==> src/rtl/mem_bus_bridge.sv <==
// mem_bus_bridge: routes M-stage loads/stores to zero-wait data memory or handshaked peripherals, with byte enables, stall and error flags
module mem_bus_bridge #(
  parameter logic [31:0] DEV_BASE = 32'h0000_7F00,
  parameter int DEV_TIMEOUT = 15
) (
  input  logic        clk,
  input  logic        reset,
  input  logic        cpu_req,
  input  logic        cpu_we,
  input  logic [1:0]  cpu_size,
  input  logic [31:0] cpu_addr,
  input  logic [31:0] cpu_wdata,
  output logic [31:0] cpu_rdata,
  output logic        cpu_stall,
  output logic        cpu_err,
  output logic        dm_we,
  output logic [3:0]  dm_be,
  output logic [31:0] dm_addr,
  output logic [31:0] dm_wdata,
  input  logic [31:0] dm_rdata,
  output logic        dev_req,
  output logic [1:0]  dev_sel,
  output logic        dev_we,
  output logic [1:0]  dev_addr,
  output logic [31:0] dev_wdata,
  input  logic [31:0] dev_rdata,
  input  logic        dev_ack
);
  typedef enum logic [1:0] {IDLE, WAIT, DONE} state_t;
  localparam logic [7:0] TO_LAST = 8'(DEV_TIMEOUT - 1);
  state_t state;
  logic [31:0] off, rbuf;
  logic [7:0] cnt;
  logic [3:0] be_raw;
  logic terr, act, mis, is_dev, is_dm, dev_ok, dm_ok, bad, idle;
  assign off = cpu_addr - DEV_BASE;
  assign is_dev = off < 32'h30;
  assign is_dm = cpu_addr < 32'h3000;
  assign act = cpu_req & |cpu_size;
  assign mis = (cpu_size == 2'b01 & |cpu_addr[1:0]) | (cpu_size == 2'b10 & cpu_addr[0]);
  assign dev_ok = act & is_dev & cpu_size == 2'b01 & !mis;
  assign dm_ok = act & is_dm & !mis;
  assign bad = act & !dev_ok & !dm_ok;
  assign idle = state == IDLE;
  always_comb begin
    be_raw = cpu_size == 2'b01 ? 4'b1111 :
             cpu_size == 2'b10 ? (cpu_addr[1] ? 4'b1100 : 4'b0011) :
             4'b0001 << cpu_addr[1:0];
    dm_wdata = cpu_size == 2'b01 ? cpu_wdata :
               cpu_size == 2'b10 ? {2{cpu_wdata[15:0]}} : {4{cpu_wdata[7:0]}};
  end
  assign dm_addr = {cpu_addr[31:2], 2'b00};
  assign dm_be = idle & dm_ok ? be_raw : 4'b0000;
  assign dm_we = idle & dm_ok & cpu_we;
  assign cpu_rdata = state == DONE ? rbuf : idle & dm_ok ? dm_rdata : 32'h0;
  assign cpu_stall = state == WAIT | (idle & dev_ok);
  assign cpu_err = state == DONE ? terr : idle & bad;
  always_ff @(posedge clk or posedge reset) begin
    if (reset) begin
      state <= IDLE;
      dev_req <= 1'b0;
      dev_sel <= 2'b00;
      dev_we <= 1'b0;
      dev_addr <= 2'b00;
      dev_wdata <= 32'h0;
      rbuf <= 32'h0;
      cnt <= 8'h0;
      terr <= 1'b0;
    end else begin
      case (state)
        IDLE: if (dev_ok) begin
          state <= WAIT;
          dev_req <= 1'b1;
          dev_sel <= off[5:4];
          dev_we <= cpu_we;
          dev_addr <= cpu_addr[3:2];
          dev_wdata <= cpu_wdata;
          cnt <= 8'h0;
        end
        WAIT: begin
          cnt <= cnt + 8'h1;
          if (dev_ack) begin
            rbuf <= dev_rdata;
            dev_req <= 1'b0;
            state <= DONE;
          end else if (cnt == TO_LAST) begin
            rbuf <= 32'h0;
            terr <= 1'b1;
            dev_req <= 1'b0;
            state <= DONE;
          end
        end
        DONE: begin
          state <= IDLE;
          terr <= 1'b0;
        end
        default: state <= IDLE;
      endcase
    end
  end
endmodule

==> config.mk <==
export PLATFORM = sky130hd
export DESIGN_NAME = mem_bus_bridge
export DESIGN_NICKNAME = d
export VERILOG_FILES = /design/src/rtl/mem_bus_bridge.sv
export SDC_FILE = /design/constraint.sdc
export NUM_CORES = 1
export LEC_CHECK = 0
export CAP_MARGIN = 30
export CORE_ASPECT_RATIO = 0.75
export CORE_MARGIN = 1
export CORE_UTILIZATION = 41
export DETAILED_ROUTE_END_ITERATION = 7
export PLACE_DENSITY = 0.88
export SYNTH_ARGS = -nofsm -noshare
export SYNTH_HDL_FRONTEND = slang
export SYNTH_SLANG_ARGS = --single-unit
==> constraint.sdc <==
create_clock -name clk -period 3.9 [get_ports clk]
set_input_delay 0.585 -clock clk [delete_from_list [all_inputs] [get_ports clk]]
set_output_delay 0.585 -clock clk [all_outputs]
set_load 0.01 [all_outputs]
==> qor.yml <==
status: "finished, final reports clean"
die_y_um: 92.7
cts.clk_slew.worst_paths_ns: 0.06
path_cells: "clkdlybuf4s50_1 -> nand4_1 -> nor2_1 -> o32ai_1 -> nor3b_1 -> nor2_1 -> o21ai_0 -> clkdlybuf4s50_1"
slew_headroom_pct: 51.8
drt_wl_total_mm: 15.2
num-fill-cells: 718
synth_edf_count: 0
fin_tns_setup_ns: 0
layout-drive-gt1-share_pct: 12.5
grt.total_usage_pct: 26.4
tightestPinTransition_ns: 0.723
final.setup_skew_ns: 0.00841
netlist_area_um2: 4500
async_reset_ff_share_pct: 100
synth-seq-cells: 81
fmax_mhz: 264
clk_latency_ns: 0.33
ios: 276
drv_cap: 0
worst_path_max_delay_cell: "clkdlybuf4s50_1"
grt_pass1_wl_mm: 23.0
rr_worst_depth: 4
rr_startpoint: "state[0]$_DFFE_PP0P_"
path_class: "in -> out"
grt_pass1_vias: 4531
cp.required_ns: 3.31
numCtsBuffers: 9
die_area_um2: 11400
cellPowerDensity_nw_per_um2: 280
die_w_um: 123
vias: 4411
worstHoldPathCells: 1
dpl_worst_slack_ns: -0.0110
syn_inst: 438
ys_seq_area_share_pct: 45.1
holdCritStartpoint: "dev_req$_DFFE_PP0P_"
multiInputGateArea_um2: 2050
cp_max_fo: 6
grt_max_degree: 41
io_buffer_count: 273
clk_path_buf_depth: 2
antenna_found_initial: 0
num_rows: 32
arrival_ns: 3.20
drv_slew: 0
rrSetupSlack_ns: 1.81
drt_first_iter_violations: 220
critical-path-max-stage-delay_ns: 0.57
hpwl_mm: 11.5
leakage_uw: 0.00335
coreArea_um2: 10500
globalplace.congestion: 0.858
cts_tree: "built"
final_core_util_pct: 72.2
total_power_uw: 2120
grt-ovfl-total: 0
avgViaCountPerCell: 5.37
fin_crit_ns: 3.78
antenna_left: 0
yosys_warnings: 0
final-seq-area_um2: 2030
htree_levels: 3
wl_per_cell_um: 18.5
synthFlopType: "dfrtp_1"
r2r_end: "rbuf[11]$_DFFE_PP0P_"
hold_violations: 0
start_util_pct: 42.9
area_growth_pct: 68.3
cts_hold_buf: 0
hold_end: "dev_req$_DFFE_PP0P_"
synth_cell_types: 48
endpoint_kind: "output port"
vdd_drop_max_v: 0.000266
min_period_over_period_pct: 96.9
holdWs_ns: 0.481
crit_path_start_kind: "input port"
syn-mean-instance-area_um2: 10.3
layout.nets: 818
drcViolationCount: 0
min_path_type: "reg -> reg"
layout_setup_ws_ns: 0.119
finalSetupViolations: 0
clock_tree.root_cell: "clkbuf_16"
diodes: 0
cts_num_sinks: 81
drt-pass1-iter-count: 4
[final cells by class]
class	count	area share (%)
Inverter	5	0.264
Tap cell	136	2.25
Multi-Input combinational cell	287	27.1
Clock buffer	11	3.21
Clock inverter	5	1.14
Sequential cell	81	26.8
Timing Repair Buffer	297	39.3
[through the flow]
step / std cells / area, um^2
global placement: 798 / 7130
CTS: 816 / 7490
finish: 822 / 7570
global route: 822 / 7570
floorplan: 439 / 4500
detailed placement: 800 / 7160
[per-layer routing]
| layer | track usage [%] | part of all wire, % | up-vias |
|---|---|---|---|
| li1 | - | - | 2055 |
| met3 | 9.91 | 9.2 | 24 |
| met4 | 7.52 | 1.6 | 0 |
| met2 | 46.6 | 52 | 200 |
| met1 | 29.3 | 37 | 2132 |
| met5 | 0 | 0 | - |
[sequential cells by signal, indices dropped and copies added, names as in the netlist]
register   cells
dev_wdata     32
rbuf          32
cnt            8
dev_addr       2
dev_sel        2
state          2
dev_req        1
dev_we         1
terr           1
[layout by cell type, fill, tap and decap left out, types with 3 or more instances in the layout]
| cell | count |
|---|---|
| a21o_1 | 3 |
| a21oi_1 | 5 |
| a22o_1 | 64 |
| a22oi_1 | 12 |
| and2_1 | 4 |
| buf_12 | 3 |
| buf_4 | 19 |
| clkbuf_16 | 10 |
| clkdlybuf4s50_1 | 273 |
| dfrtp_1 | 81 |
| inv_1 | 4 |
| mux2_2 | 36 |
| nand2_1 | 64 |
| nand2b_1 | 9 |
| nand3_1 | 5 |
| nor2_1 | 14 |
| nor2b_1 | 3 |
| nor3_1 | 9 |
| nor4_1 | 7 |
| o2111ai_1 | 3 |
| o21ai_0 | 13 |
[cell families (layout without fill, tap and decap cells)]
group,count (synthesis),in the layout,synth area share (%)
adders and majority gates,2,2,0.556
DFF,81,81,45.0
other,1,2,0.0833
buffers and inverters,71,318,10.0
muxes,38,38,9.51
xor gates and xnor gates,3,3,0.584
and+or+nand+nor,129,129,14.3
AOI/OAI and AO/OA,113,113,19.9
[timing repair]
action                     CTS  global route
gates resized for setup      1             3
pin swaps                    0             4
gates cloned                 0             1
setup endpoints to repair    2            33
setup buffers                0             5
[cells in the mapped netlist, drive strengths merged (4+ instances only)]
cell type  number  share of area (%)
a22oi          12                2.0
a22o           64                 12
o21ai          14                1.6
dfrtp          81                 45
inv             5               0.42
a21oi           5               0.56
nand3           6               0.67
nor2b           4               0.56
nand2          64                5.3
nand2b          9                1.3
nor2           14                1.2
buf            49                8.2
and2            4               0.56
nor4            9                1.6
clkbuf         17                1.4
nor3           10                1.4
mux2           38                9.5
[critical path: cells and delay by family]
family | cells | cell delay [ns]
AOI/OAI and AO/OA | 2 | 0.38
and+or+nand+nor | 4 | 1.13
buffers and inverters | 2 | 1.10
[power by group]
| part | internal, uW | switching [uW] | leakage, uW |
|---|---|---|---|
| Clock | 584 | 335 | 0.000161 |
| Sequential | 840 | 0.0000144 | 0.00109 |
| Combinational | 217 | 142 | 0.00210 |
[worst max-delay path by stage]
stage / startpoint / endpoint / slack [ns]
finish: cpu_addr[14] / cpu_err / 0.12
global route: cpu_addr[19] / cpu_rdata[10] / -0.03
CTS: cpu_addr[28] / cpu_rdata[4] / 0.07
detailed placement: cpu_addr[28] / cpu_rdata[4] / -0.01
global placement: cpu_addr[14] / cpu_err / 0.21
floorplan: cpu_addr[19] / cpu_rdata[10] / 1.15
Note: power is estimated with default switching activity, not from simulation.
